===== src/rtl/rv_test_mon_pkg.sv =====
// Shared types and constants for the riscv-tests completion monitor.
// Register indices follow the rv32ui-p-* convention (x26 done, x27 pass, x3 test number).
package rv_test_mon_pkg;

    localparam int REG_IDX_W    = 5;
    localparam int DEF_DONE_REG = 26;
    localparam int DEF_PASS_REG = 27;
    localparam int DEF_TNUM_REG = 3;

    typedef enum logic [1:0] {
        CH_RUN,
        CH_DRAIN,
        CH_JUDGED
    } ch_state_t;

endpackage


===== src/rtl/rv_test_mon_ch.sv =====
// One monitored core: register shadows, RUN/DRAIN/JUDGED FSM and drain counter.
// The *_next outputs show what the channel registers on the coming edge, so the top can stay aligned with it.
module rv_test_mon_ch
    import rv_test_mon_pkg::*;
#(
    parameter int XLEN      = 32,
    parameter int DONE_REG  = DEF_DONE_REG,
    parameter int PASS_REG  = DEF_PASS_REG,
    parameter int TNUM_REG  = DEF_TNUM_REG,
    parameter int DRAIN_CYC = 10
) (
    input  logic                 clk,
    input  logic                 rst,
    input  logic                 we,
    input  logic [REG_IDX_W-1:0] addr,
    input  logic [XLEN-1:0]      data,
    output logic                 judged_next,
    output logic                 pass_next,
    output logic [XLEN-1:0]      tnum_next
);

    localparam int DW = (DRAIN_CYC > 1) ? $clog2(DRAIN_CYC) : 1;
    localparam logic [DW-1:0] DRAIN_LAST = (DRAIN_CYC > 0) ? DW'(DRAIN_CYC - 1) : '0;
    localparam logic [XLEN-1:0] ONE = XLEN'(1);

    ch_state_t         state_reg, state_next;
    logic [DW-1:0]     cnt_reg, cnt_next;
    logic [XLEN-1:0]   done_sh_reg, pass_sh_reg, tnum_sh_reg;
    logic [XLEN-1:0]   done_sh_next, pass_sh_next, tnum_sh_next;
    logic              verdict_pass_reg;
    logic [XLEN-1:0]   verdict_tnum_reg;
    logic              wr_ok;
    logic              entering;

    // x0 is hardwired zero in the core, so writes to it never reach a shadow.
    assign wr_ok        = we && (addr != '0);
    assign done_sh_next = (wr_ok && addr == REG_IDX_W'(DONE_REG)) ? data : done_sh_reg;
    assign pass_sh_next = (wr_ok && addr == REG_IDX_W'(PASS_REG)) ? data : pass_sh_reg;
    assign tnum_sh_next = (wr_ok && addr == REG_IDX_W'(TNUM_REG)) ? data : tnum_sh_reg;

    always_comb begin
        state_next = state_reg;
        cnt_next   = cnt_reg;
        case (state_reg)
            CH_RUN: begin
                cnt_next = '0;
                if (done_sh_next == ONE) begin
                    state_next = (DRAIN_CYC == 0) ? CH_JUDGED : CH_DRAIN;
                end
            end
            CH_DRAIN: begin
                if (cnt_reg == DRAIN_LAST) begin
                    state_next = CH_JUDGED;
                end else begin
                    cnt_next = cnt_reg + DW'(1);
                end
            end
            CH_JUDGED: state_next = CH_JUDGED;
            default:   state_next = CH_RUN;
        endcase
    end

    assign entering    = (state_next == CH_JUDGED) && (state_reg != CH_JUDGED);
    assign judged_next = (state_next == CH_JUDGED);
    // Shadow "next" values forward a write landing on the judging edge itself.
    assign pass_next   = entering ? (pass_sh_next == ONE) : verdict_pass_reg;
    assign tnum_next   = (state_reg == CH_JUDGED) ? verdict_tnum_reg : tnum_sh_next;

    always_ff @(posedge clk) begin
        if (!rst) begin
            state_reg        <= CH_RUN;
            cnt_reg          <= '0;
            done_sh_reg      <= '0;
            pass_sh_reg      <= '0;
            tnum_sh_reg      <= '0;
            verdict_pass_reg <= 1'b0;
            verdict_tnum_reg <= '0;
        end else begin
            state_reg   <= state_next;
            cnt_reg     <= cnt_next;
            done_sh_reg <= done_sh_next;
            pass_sh_reg <= pass_sh_next;
            tnum_sh_reg <= tnum_sh_next;
            if (entering) begin
                verdict_pass_reg <= pass_sh_next == ONE;
                verdict_tnum_reg <= tnum_sh_next;
            end
        end
    end

endmodule


===== src/rtl/rv_test_monitor.sv =====
// Multi-core riscv-tests completion monitor: per-core judging, global timeout, aggregate verdict, cycle count.
// Define TEST_MON_TRACE_EN for simulation-only verdict banners and per-channel judgement lines.
module rv_test_monitor
    import rv_test_mon_pkg::*;
#(
    parameter int NUM_CH    = 1,
    parameter int XLEN      = 32,
    parameter int DONE_REG  = DEF_DONE_REG,
    parameter int PASS_REG  = DEF_PASS_REG,
    parameter int TNUM_REG  = DEF_TNUM_REG,
    parameter int DRAIN_CYC = 10,
    parameter int TIMEOUT   = 100000,
    parameter int CNT_W     = 32
) (
    input  logic                        clk,
    input  logic                        rst,
    input  logic [NUM_CH-1:0]           wb_we_i,
    input  logic [REG_IDX_W*NUM_CH-1:0] wb_addr_i,
    input  logic [XLEN*NUM_CH-1:0]      wb_data_i,
    output logic                        done_o,
    output logic                        pass_o,
    output logic                        fail_o,
    output logic                        timeout_o,
    output logic [NUM_CH-1:0]           ch_pass_o,
    output logic [XLEN-1:0]             fail_testnum_o,
    output logic [CNT_W-1:0]            cycles_o
);

    localparam logic [CNT_W-1:0] TMO_LAST = CNT_W'((TIMEOUT > 0) ? TIMEOUT - 1 : 0);

    logic [NUM_CH-1:0] judged_next;
    logic [NUM_CH-1:0] pass_vec;
    logic [NUM_CH-1:0] ch_pass_next;
    logic [XLEN-1:0]   tnum_next [NUM_CH];

    logic              done_reg, pass_reg, fail_reg, timeout_reg;
    logic [NUM_CH-1:0] ch_pass_reg;
    logic [XLEN-1:0]   fail_tnum_reg;
    logic [CNT_W-1:0]  cycles_reg;

    logic              all_judged;
    logic              tmo_hit;
    logic              fire;
    logic [XLEN-1:0]   fail_tnum_sel;

    generate
        for (genvar gi = 0; gi < NUM_CH; gi++) begin : g_ch
            rv_test_mon_ch #(
                .XLEN      (XLEN),
                .DONE_REG  (DONE_REG),
                .PASS_REG  (PASS_REG),
                .TNUM_REG  (TNUM_REG),
                .DRAIN_CYC (DRAIN_CYC)
            ) u_ch (
                .clk         (clk),
                .rst         (rst),
                .we          (wb_we_i[gi]),
                .addr        (wb_addr_i[REG_IDX_W*gi +: REG_IDX_W]),
                .data        (wb_data_i[XLEN*gi +: XLEN]),
                .judged_next (judged_next[gi]),
                .pass_next   (pass_vec[gi]),
                .tnum_next   (tnum_next[gi])
            );
            // A channel still unjudged when the timeout fires counts as failed.
            assign ch_pass_next[gi] = judged_next[gi] & pass_vec[gi];
        end
    endgenerate

    assign all_judged = &judged_next;
    assign tmo_hit    = (TIMEOUT != 0) && (cycles_reg == TMO_LAST) && !all_judged;
    assign fire       = !done_reg && (all_judged || tmo_hit);

    // Walk downwards so the lowest-index failing channel has the last word.
    always_comb begin
        fail_tnum_sel = '0;
        for (int i = NUM_CH - 1; i >= 0; i--) begin
            if (!ch_pass_next[i]) begin
                fail_tnum_sel = tnum_next[i];
            end
        end
    end

    always_ff @(posedge clk) begin
        if (!rst) begin
            done_reg      <= 1'b0;
            pass_reg      <= 1'b0;
            fail_reg      <= 1'b0;
            timeout_reg   <= 1'b0;
            ch_pass_reg   <= '0;
            fail_tnum_reg <= '0;
            cycles_reg    <= '0;
        end else begin
            if (!done_reg && cycles_reg != '1) begin
                cycles_reg <= cycles_reg + CNT_W'(1);
            end
            if (fire) begin
                done_reg      <= 1'b1;
                timeout_reg   <= tmo_hit;
                ch_pass_reg   <= ch_pass_next;
                pass_reg      <= !tmo_hit && (&ch_pass_next);
                fail_reg      <= tmo_hit || !(&ch_pass_next);
                fail_tnum_reg <= fail_tnum_sel;
            end
        end
    end

    assign done_o         = done_reg;
    assign pass_o         = pass_reg;
    assign fail_o         = fail_reg;
    assign timeout_o      = timeout_reg;
    assign ch_pass_o      = ch_pass_reg;
    assign fail_testnum_o = fail_tnum_reg;
    assign cycles_o       = cycles_reg;

`ifdef TEST_MON_TRACE_EN
    logic [NUM_CH-1:0] trace_judged_reg;

    always_ff @(posedge clk) begin
        if (!rst) begin
            trace_judged_reg <= '0;
        end else begin
            trace_judged_reg <= judged_next;
            for (int i = 0; i < NUM_CH; i++) begin
                if (judged_next[i] && !trace_judged_reg[i]) begin
                    $display("ch%0d judged pass=%0d tnum=%0d", i, pass_vec[i], tnum_next[i]);
                end
            end
            if (fire) begin
                if (tmo_hit)
                    $display("rv_test_monitor: TIMEOUT testnum=%0d cycles=%0d", fail_tnum_sel, cycles_reg + CNT_W'(1));
                else if (&ch_pass_next)
                    $display("rv_test_monitor: PASS cycles=%0d", cycles_reg + CNT_W'(1));
                else
                    $display("rv_test_monitor: FAIL testnum=%0d cycles=%0d", fail_tnum_sel, cycles_reg + CNT_W'(1));
            end
        end
    end
`endif

endmodule

===== config.mk =====
export PLATFORM = sky130hd
export DESIGN_NAME = rv_test_monitor
export DESIGN_NICKNAME = d
export VERILOG_FILES = /design/src/rtl/rv_test_mon_pkg.sv /design/src/rtl/rv_test_mon_ch.sv /design/src/rtl/rv_test_monitor.sv
export SDC_FILE = /design/constraint.sdc
export NUM_CORES = 1
export LEC_CHECK = 0
export ABC_CLOCK_PERIOD_IN_PS = 5400
export BUFFER_PORTS_ARGS = -buffer_cell sky130_fd_sc_hd__buf_2
export CORE_UTILIZATION = 60
export CTS_BUF_LIST = sky130_fd_sc_hd__clkbuf_16
export CTS_CLUSTER_SIZE = 25
export DETAILED_ROUTE_END_ITERATION = 16
export MAX_ROUTING_LAYER = met4
export PLACE_DENSITY = 0.83
export SLEW_MARGIN = 0
export SYNTH_ARGS = -nofsm -noshare
export SYNTH_HDL_FRONTEND = slang
export SYNTH_SLANG_ARGS = --single-unit

===== constraint.sdc =====
create_clock -name clk -period 5.4 [get_ports clk]
set_clock_uncertainty 0.15 [all_clocks]
set_input_delay 0.54 -clock clk [delete_from_list [all_inputs] [get_ports clk]]
set_output_delay 0.54 -clock clk [all_outputs]
set_load 0.01 [all_outputs]

# Yosys cells after proc, flatten, opt, wreduce, memory -nomap -nowiden
# Index checks and enable logic that the tools add are counted.
# totals
reg_bits,204
in_bits,40
output_inout_bits,69
# classes
add_sub_neg,2
eq_ne,13
mux,11
bitwise_logic,1
reduce_logical,19
# op_table
cell,n
2-to-1 mux 32 bit,5
== test 32 x 1 -> 1 bit (second input constant),2
adder 32 x 1 -> 32 bit (second input constant),1
== test 32 x 17 -> 1 bit (second input constant),1
inequality test 32 bit (second input constant),1
== test 5 bit (second input constant),2
logical AND 1 bit,9
one-hot mux 4 bit (2 select lines),1
one-hot mux 2 bit (3 select lines),1
== test 5 x 2 -> 1 bit (second input constant),1
nonzero test 5 bit,1
adder 4 x 1 -> 4 bit (second input constant),1
== test 2 bit (second input constant),2
== test 4 bit (second input constant),1
zero test 1 bit,4
2-to-1 mux 2 bit,2
2-to-1 mux 4 bit,1
inequality test 2 bit (second input constant),2
== test 2 x 1 -> 1 bit (second input constant),1
zero test 2 bit,1
logical OR 1 bit,2
AND reduction 2 bit,1
nonzero test 2 bit,1
bitwise AND 1 bit,1
2-to-1 mux 1 bit,1

# Longest topological paths before layout
# Gate-level depths: netlist (run 1).
# depth
ltp_word,13
ltp_mapped,10
mapped_depth_nobuf,8

# Modules after synthesis
# Synthesis (run 1) repeated with hierarchy kept, for this count alone.
# hier_totals
cells_unflattened,939
area_unflattened_um2,8199.1
# modules_own_cells
module,n_inst,cells_each,area_per_inst_um2,seq_area_each_um2
rv_test_mon_ch,1,643,5310.1,2702.6
rv_test_monitor,1,296,2889.0,1361.3

# Least setup slack after synthesis (run 1)
# OpenSTA, ideal clock, no wires.
# synth_timing
path_kind,input to register
startpoint,input wb_data_i[4]
endpoint,register fail_tnum_reg[3] (netlist: fail_testnum_o[3])
arrival_time_ns,2.238
required_ns,5.133
slack_ns,2.895
path_stages,7
path_buffers,1
cell_sequence,or4b_2 -> nor4_1 -> and4b_1 -> a32o_1 -> a211oi_4 -> buf_6 -> a22o_2
# synth_via
elab_chain_len,9
word_cells_on_any_way,15
cone_classes,3 x eq/ne; 6 x mux; 1 x bitwise; 5 x reduce/logical
# synth_lines
item,line,source
from (decl),rv_test_monitor.sv:19,"input logic [XLEN*NUM_CH-1:0] wb_data_i,"
2-to-1 mux 32 bit,rv_test_mon_ch.sv:37,assign done_sh_next = (wr_ok && addr == REG_IDX_W'(DONE_REG)) ? data : done_sh_reg;
== test 32 x 1 -> 1 bit,rv_test_mon_ch.sv:47,if (done_sh_next == ONE) begin
2-to-1 mux 2 bit,rv_test_mon_ch.sv:47,
one-hot mux 2 bit (3 select lines),rv_test_mon_ch.sv:44,case (state_reg)
== test 2 bit,"rv_test_mon_ch.sv:63, rv_test_mon_ch.sv:64",
logical AND 1 bit / zero test 1 bit (equally long branches),"rv_test_mon_ch.sv:63, rv_test_monitor.sv:70",
2-to-1 mux 1 bit / logical AND 1 bit (equally long branches),--,
bitwise AND 1 bit / logical OR 1 bit (equally long branches),"rv_test_monitor.sv:65, rv_test_monitor.sv:71",
2-to-1 mux 32 bit / logical AND 1 bit (equally long branches),"rv_test_monitor.sv:77, rv_test_monitor.sv:71",
to (signal assigned),rv_test_monitor.sv:102,fail_tnum_reg <= fail_tnum_sel;
to (decl),rv_test_monitor.sv:38,logic [XLEN-1:0] fail_tnum_reg;
# Parallel ways exist; a longest one is shown, timed or not.
# A chain may end at the register's enable or synchronous reset.

# Worst setup path after layout (run 1)
# layout_timing
startpoint,register g_ch[0].u_ch.cnt_reg[0]
endpoint,register fail_tnum_reg[7] (netlist: fail_testnum_o[7])
# layout_via
elab_chain_len,8
word_cells_on_any_way,12
cone_classes,2 x eq/ne; 4 x mux; 1 x bitwise; 5 x reduce/logical
# layout_lines
item,line,source
from (decl),rv_test_mon_ch.sv:27,"logic [DW-1:0] cnt_reg, cnt_next;"
from (signal assigned),rv_test_mon_ch.sv:80,cnt_reg <= cnt_next;
== test 4 bit (*),rv_test_mon_ch.sv:52,if (cnt_reg == DRAIN_LAST) begin
2-to-1 mux 2 bit (*),rv_test_mon_ch.sv:52,
one-hot mux 2 bit (3 select lines) (*),rv_test_mon_ch.sv:44,
== test 2 bit (*),"rv_test_mon_ch.sv:63, rv_test_mon_ch.sv:64",
logical AND 1 bit / zero test 1 bit (equally long branches),"rv_test_mon_ch.sv:63, rv_test_monitor.sv:70",
2-to-1 mux 1 bit / logical AND 1 bit (equally long branches),--,
bitwise AND 1 bit / logical OR 1 bit (equally long branches),"rv_test_monitor.sv:65, rv_test_monitor.sv:71",
2-to-1 mux 32 bit / logical AND 1 bit (equally long branches),"rv_test_monitor.sv:77, rv_test_monitor.sv:71",
# Mark *: on every way between the ends. The rest lies on a longest branch, timed or not.

==> results of run 1 <==
[per-stage QoR]
stage / util / setup WS [ns] / total power (uW) / area, sq um / std cells
floorplan: - / 2.90 / 1600 / 8210 / 962
global placement: 0.662 / 2.54 / 1640 / 8810 / 1192
detailed placement: 0.662 / 2.44 / 1650 / 8810 / 1192
CTS: 0.708 / 2.48 / 2930 / 9420 / 1227
global route: 0.708 / 2.25 / 3000 / 9420 / 1227
finish: 0.708 / 2.48 / 2920 / 9420 / 1227
[report_power, final]
| group | internal (uW) | switching (uW) |
|---|---|---|
| Clock | 749 | 554 |
| Sequential | 1510 | 4.24 |
| Combinational | 27.6 | 70.2 |
[how the worst max path moves through the flow]
stage / startpoint / end / slack, ns / cells after the start
4_1_cts: g_ch[0].u_ch.cnt_reg[0] / fail_testnum_o[7] / 2.48 / 9
6_report: g_ch[0].u_ch.cnt_reg[0] / fail_testnum_o[7] / 2.48 / 9
5_1_grt: g_ch[0].u_ch.cnt_reg[0] / fail_testnum_o[7] / 2.25 / 9
3_5_place_dp: wb_data_i[4] / fail_testnum_o[28] / 2.44 / 8
2_1_floorplan: wb_data_i[4] / fail_testnum_o[3] / 2.90 / 7
3_3_place_gp: wb_data_i[4] / fail_testnum_o[11] / 2.54 / 8
[critical path: cells and delay by family (launching register included)]
kind / cells / cell delay [ns]
buf+inv: 2 / 0.87
compound gates: 3 / 0.63
simple gates: 3 / 0.56
flops: 1 / 0.40
fa+ha+maj: 1 / 0.18
[layout by cell type, fill, tap and decap left out, drive strengths merged, types with 3 or more instances in the layout]
cell,count
dfxtp,204
nand2,196
buf,118
nor2,101
a21oi,76
o21ai,38
mux2i,38
a211oi,33
a22o,32
nor4,30
clkbuf,21
nor3,19
nand3,16
nand4,13
inv,12
xnor2,10
nand2b,8
or4,8
clkinv,8
and3,6
or3,5
xor2,5
o21bai,5
and4,5
nor4b,4
or2,3
a32o,3
ha,3
nor3b,3
nor2b,3
[layer usage]
layer / GRT usage / part of all wire / up-vias / routed length [microns]
li1: - / - / 3531 / -
met4: 0.0759 / 0.017 / 0 / 336
met5: - / 0 / - / 0
met3: 0.0474 / 0.070 / 36 / 1380
met2: 0.424 / 0.45 / 268 / 8830
met1: 0.394 / 0.46 / 3357 / 9030
[final cells by class]
cell class,count,area share
clock buffers,21,0.0558
inverters,7,0.00306
well taps,176,0.0234
clock inverters,14,0.00903
flip-flops and latches,204,0.434
multi-input cells,687,0.410
repair buffers,118,0.0654
[cell families (layout without fill, tap and decap cells)]
kind of cell	count (synthesis)	after routing	share of synthesized area
compound gates	201	201	0.161
xor+xnor	15	15	0.0160
fa+ha+maj	3	3	0.00457
buf+inv	71	160	0.0355
flops	204	204	0.497
mux	38	38	0.0463
simple gates	430	430	0.240
==> metrics.md, run 1 <==
| Metric | Value |
|---|---|
| CTS clk-pin slew, worst paths | `0.06 ns` |
| Num rows | `between 40 and 50` |
| ANT nets after route | `0` |
| Die Area | `14,200 sq um` |
| Vias per cell | `just under 6` |
| Initial antenna violation count | `0` |
| Diode count | `0` |
| Synth top cells by count | `204 x dfxtp_1, 196 x nand2_1, 101 x nor2_1, 76 x a21oi_1, 49 x clkbuf_1` |
| Cell Area, Synth | `approximately 8000 sq um` |
| Critical path class | `reg2reg` |
| Root Driver | `clkbuf_16` |
| CP endpoint kind | `register` |
| First-pass GRT wire length | `32.1 mm` |
| Hold Buf Count CTS | `0` |
| Minimum clock period after layout | `between 2 and 3 ns` |
| EDFF count, synth | `0` |
| Worst path arrival time | `3.19 ns` |
| Nature of the critical path startpoint | `register` |
| Final setup violation count | `0` |
| Register area | `approximately 4000 sq um` |
| Fin. Hold Viols | `0` |
| Max cap viols | `0` |
| Area grow syn2layout | `14.7%` |
| Routed len/inst | `approximately 16 microns` |
| Postcts setup bufs | `0` |
| H-tree Lvls | `1` |
| Clock sink count | `between 200 and 250` |
| CP max stage delay | `0.52 ns` |
| Peak supply drop | `between 200 and 300 uV` |
| Synthesized flop and latch total | `~200` |
| Hold path cells | `3` |
| Worst slew pin tran | `just over 1 ns` |
| Die W | `around 120 microns` |
| Area leader, netlist | `dfxtp_1` |
| IO buf count | `between 100 and 150` |
| Worst flop-to-flop path endpoint | `fail_testnum_o[7]` |
| Power per standard cell area | `around 310 nW/um^2` |
| Setup TNS | `0 ns` |
| Drt pass-1 iters | `5` |
| Cells after Synth | `~960` |
| Fillcell total | `between 1,000 and 1,500` |
| CTS resizes | `0` |
| Pin count of the biggest net entering global routing | `95` |
| R2R cell count | `9` |
| Area contributors post-synth | `dfxtp_1 50%, nand2_1 9.0%, a21oi_1 4.6%, mux2i_1 4.6%, nor2_1 4.6%` |
| Top-area cell type share of the netlist area | `0.497` |
| Syn Nets | `1,005` |
| Final Hold Slack | `about 0.18 ns` |
| Status | `finished, final reports clean` |
| Sequential area share after synthesis | `0.497` |
| I/O pin total | `roughly 110` |
| Grt total ovfl | `0` |
| Placer's final routability congestion estimate | `0.875` |
| Via count | `just over 7,000` |
| Initial Util | `0.618` |
| CP Cell Sequence | `ha_1, nand3b_1, nor3b_2, buf_4, nor2_1, a21o_1, a211oi_4, buf_4, a22o_2` |
| Layout Nets | `1,082` |
| RSZ-0062 raised after global routing | `no` |
| Die height | `approximately 120 microns` |
| FF-to-FF Start | `g_ch[0].u_ch.cnt_reg[0]` |
| R2R Setup Slk | `~2.5 ns` |
| Crit-path slowest cell | `buf_4` |
| Post-DP HPWL | `12.9 mm` |
| Share of synthesized registers carrying an async set or reset | `0` |
| Overall routing resource usage | `0.283` |
| Share of cells above drive strength 1 | `0.181` |
| DRC | `0` |
| Mean Syn Cell Area | `approximately 8.5 sq um` |
| Max Fclk | `343 MHz` |
| Synth Warn # | `0` |
| Hold Path End | `g_ch[0].u_ch.done_sh_reg[3]` |
| Tightest Hold Check Type | `in2reg` |
| Netlist cell types | `54` |
| Fin. max-slew vios | `0` |
| Worst Path Max Fanout | `65` |
| Min-Delay Startpoint | `wb_data_i[3]` |
| Multi-input gate area | `3860 sq um` |
| Crit path required time | `5.68 ns` |
| TritonCTS clock tree | `built` |
| Leakage | `approximately 0.0038 uW` |
| Vias in the first global route | `6,504` |
| Period utilisation layout | `0.540` |
| Placeable Area | `between 10,000 and 15,000 sq um` |
| Starting DRC count in detailed routing | `608` |
| Dominant cell by count in the synthesized netlist | `dfxtp_1` |
| Skew-Pair Late Insertion Delay | `0.48 ns` |
| Most used cell, CP | `buf_4` |
| Clock buffer depth | `3` |
| Max-slew headroom | `0.300` |
| Cts bufs inserted | `21` |
| Post-Route WL | `19.6 mm` |
| Main synth FF type | `dfxtp_1` |
(Power assumes the default switching activity.)
==> run 2, diff against run 1 <==
Settings changed: ABC_CLOCK_PERIOD_IN_PS 5400 to 2880, CORE_UTILIZATION 60 to 57, PLACE_DENSITY 0.83 to 0.79.
Clock period 5.4 ns to 2.88 ns, I/O delays scaled along.
==> metrics.md, run 2 (synthesized netlist as in run 1, its figures left out) <==
| Metric | Value |
|---|---|
| Status | `finished, final reports clean` |
| Cts bufs inserted | `21 (unchanged)` |
| Clock buffer depth | `3 (unchanged)` |
| CTS clk-pin slew, worst paths | `0.06 ns (about the same)` |
| ANT nets after route | `0 (unchanged)` |
| Diode count | `0 (unchanged)` |
| Placer's final routability congestion estimate | `0.911 (+4.1%)` |
| Fillcell total | `1,095 (+5.5%)` |
| Post-Route WL | `20.6 mm (+5.4%)` |
| Register area | `4080 sq um (unchanged)` |
| H-tree Lvls | `1 (unchanged)` |
| Gate power share | `0.042 (+0.008)` |
| Initial Util | `0.587 (-0.0306)` |
| I/O pin total | `109 (unchanged)` |
| Switch Pwr | `1200 uW (+90%)` |
| RSZ-0062 raised after global routing | `no` |
| Vias in the first global route | `6,437 (-1.0%)` |
| Crit path required time | `3.10 ns (-2.58 ns)` |
| Fin. max-slew vios | `0 (unchanged)` |
| Area grow syn2layout | `20.0%` |
| Worst Path Max Fanout | `32 (-51%)` |
| Hold Buf Count CTS | `33 (+33)` |
| Max Fclk | `roughly 370 MHz` |
| Nature of the critical path startpoint | `primary input` |
| IO buf count | `108 (unchanged)` |
| Minimum clock period after layout | `roughly 2.7 ns` |
| Cell Count, Final, Fillers Out | `1,275 (+3.9%)` |
| Drt pass-1 iters | `5 (unchanged)` |
| DRC | `0 (unchanged)` |
| Starting DRC count in detailed routing | `831 (+37%)` |
| Routed len/inst | `16.2 microns (+1.4%)` |
| Placed cells | `1,208 (+1.3%)` |
| Share of cells above drive strength 1 | `0.184 (+0.00278)` |
| Num rows | `43 (+2.4%)` |
| Power per standard cell area | `551 nW/um^2 (+78%)` |
| Max-slew headroom | `0.349 (+0.0485)` |
| Worst slew pin tran | `0.968 ns (-0.0720 ns)` |
| Skew-Pair Late Insertion Delay | `0.49 ns (about the same)` |
| Power share of the clock group | `0.434 (-0.013)` |
| Die height | `122 microns (+2.6%)` |
| Initial antenna violation count | `0 (unchanged)` |
| CTS resizes | `0 (unchanged)` |
| Multi-input gate area | `3860 sq um (unchanged)` |
| Leakage | `0.00396 uW (+5.1%)` |
| Tightest Hold Check Type | `in2reg` |
| Most frequent cells in the layout | `204 x dfxtp_1, 196 x nand2_1, 108 x buf_2` |
| Commonest non-fill, non-tap cell in the layout | `dfxtp_1` |
| Vias per cell | `5.73 (-2.3%)` |
| Root Driver | `clkbuf_16` |
| Pin count of the biggest net entering global routing | `89 (-6.3%)` |
| Die W | `122 microns (+2.6%)` |
| Max cap viols | `0 (unchanged)` |
| Die Area | `14,900 sq um (+5.2%)` |
| Clock sink count | `204 (unchanged)` |
| Final Hold Slack | `0.0360 ns (-0.147 ns)` |
| First-pass GRT wire length | `33.0 mm (+2.7%)` |
| Placeable Area | `14,000 sq um (+5.2%)` |
| Worst path arrival time | `2.89 ns (-0.30 ns)` |
| Peak supply drop | `435 uV (+72%)` |
| Critical path class | `in2reg` |
| Register share of total power | `0.523 (+0.003)` |
| Grt total ovfl | `0 (unchanged)` |
| Setup TNS | `0 ns (unchanged)` |
| Layout Nets | `1,127 (+4.2%)` |
| R2R Setup Slk | `0.30 ns (-2.18 ns)` |
| Fin. Hold Viols | `0 (unchanged)` |
| Post-DP HPWL | `13.2 mm (+2.6%)` |
| Overall routing resource usage | `0.284 (+0.00188)` |
| Period utilisation layout | `0.926` |
| Switching Share | `0.220 (+0.00459)` |
| TritonCTS clock tree | `built` |
| Internal | `4240 uW (+85%)` |
| Postcts setup bufs | `0 (unchanged)` |
| Final setup violation count | `0 (unchanged)` |
| Via count | `7,300 (+1.5%)` |
| CP endpoint kind | `register` |
-- run 2: cell count changes in the layout (fill, tap and decap cells not counted), sizes merged --
cell,before,now
dlygate4sd3,0,33
buf,118,130
clkinv,8,5
inv,12,14
bufinv,1,0
clkinvlp,0,1
-- run 2: stage by stage --
step                utilization  instance area [sq um]  power (uW)  worst slack (ns)
finish                    0.705                   9860        5430             0.212
global route              0.705                   9860        5600             0.131
CTS                       0.705                   9860        5460             0.238
detailed placement        0.639                   8940        3090             0.317
global placement          0.639                   8940        3090             0.356
floorplan                     -                   8210        3000             0.444
-- run 2: final cells by class --
cell class                 instances  share of cell area
tap                              180              0.0228
timing repair buffer             163               0.109
inverter                           7             0.00292
clock inverter                    13             0.00622
sequential                       204               0.414
clock buffer                      21              0.0533
multi-input combinational        687               0.391
-- run 2: path summary, 6_finish.rpt --
check,startpoint,endpoint,depth (start not counted)
worst max register to register,cycles_o[0],cycles_o[31],7
worst min-delay path,wb_addr_i[0],g_ch[0].u_ch.done_sh_reg[18],4
worst min register to register,g_ch[0].u_ch.pass_sh_reg[5],g_ch[0].u_ch.pass_sh_reg[5],2
worst max-delay path,wb_data_i[4],fail_testnum_o[23],9
-- run 2: critical path: stages --
cell and delay, ns:
dlygate4sd3_1 0.53, buf_2 0.15, or4b_2 0.73, nor4_1 0.25
and4b_1 0.23, a32o_1 0.20, a211oi_4 0.09, buf_12 0.19
a22o_2 0.22
-- run 2: power groups by stage --
stage / logic [uW] / registers [uW] / clock network [uW]
final: 229 / 2840 / 2360
after global routing: 245 / 2840 / 2510
after CTS: 223 / 2840 / 2390
after detailed placement: 189 / 2910 / 0
after global placement: 186 / 2910 / 0
after floorplan: 91.6 / 2910 / 0
-- run 2: per-layer routing --
layer / global-route usage / vias up / part of all wire
li1: - / 3617 / -
met5: - / - / 0
met4: 0.0702 / 0 / 0.016
met1: 0.407 / 3370 / 0.47
met2: 0.427 / 282 / 0.45
met3: 0.0328 / 31 / 0.064
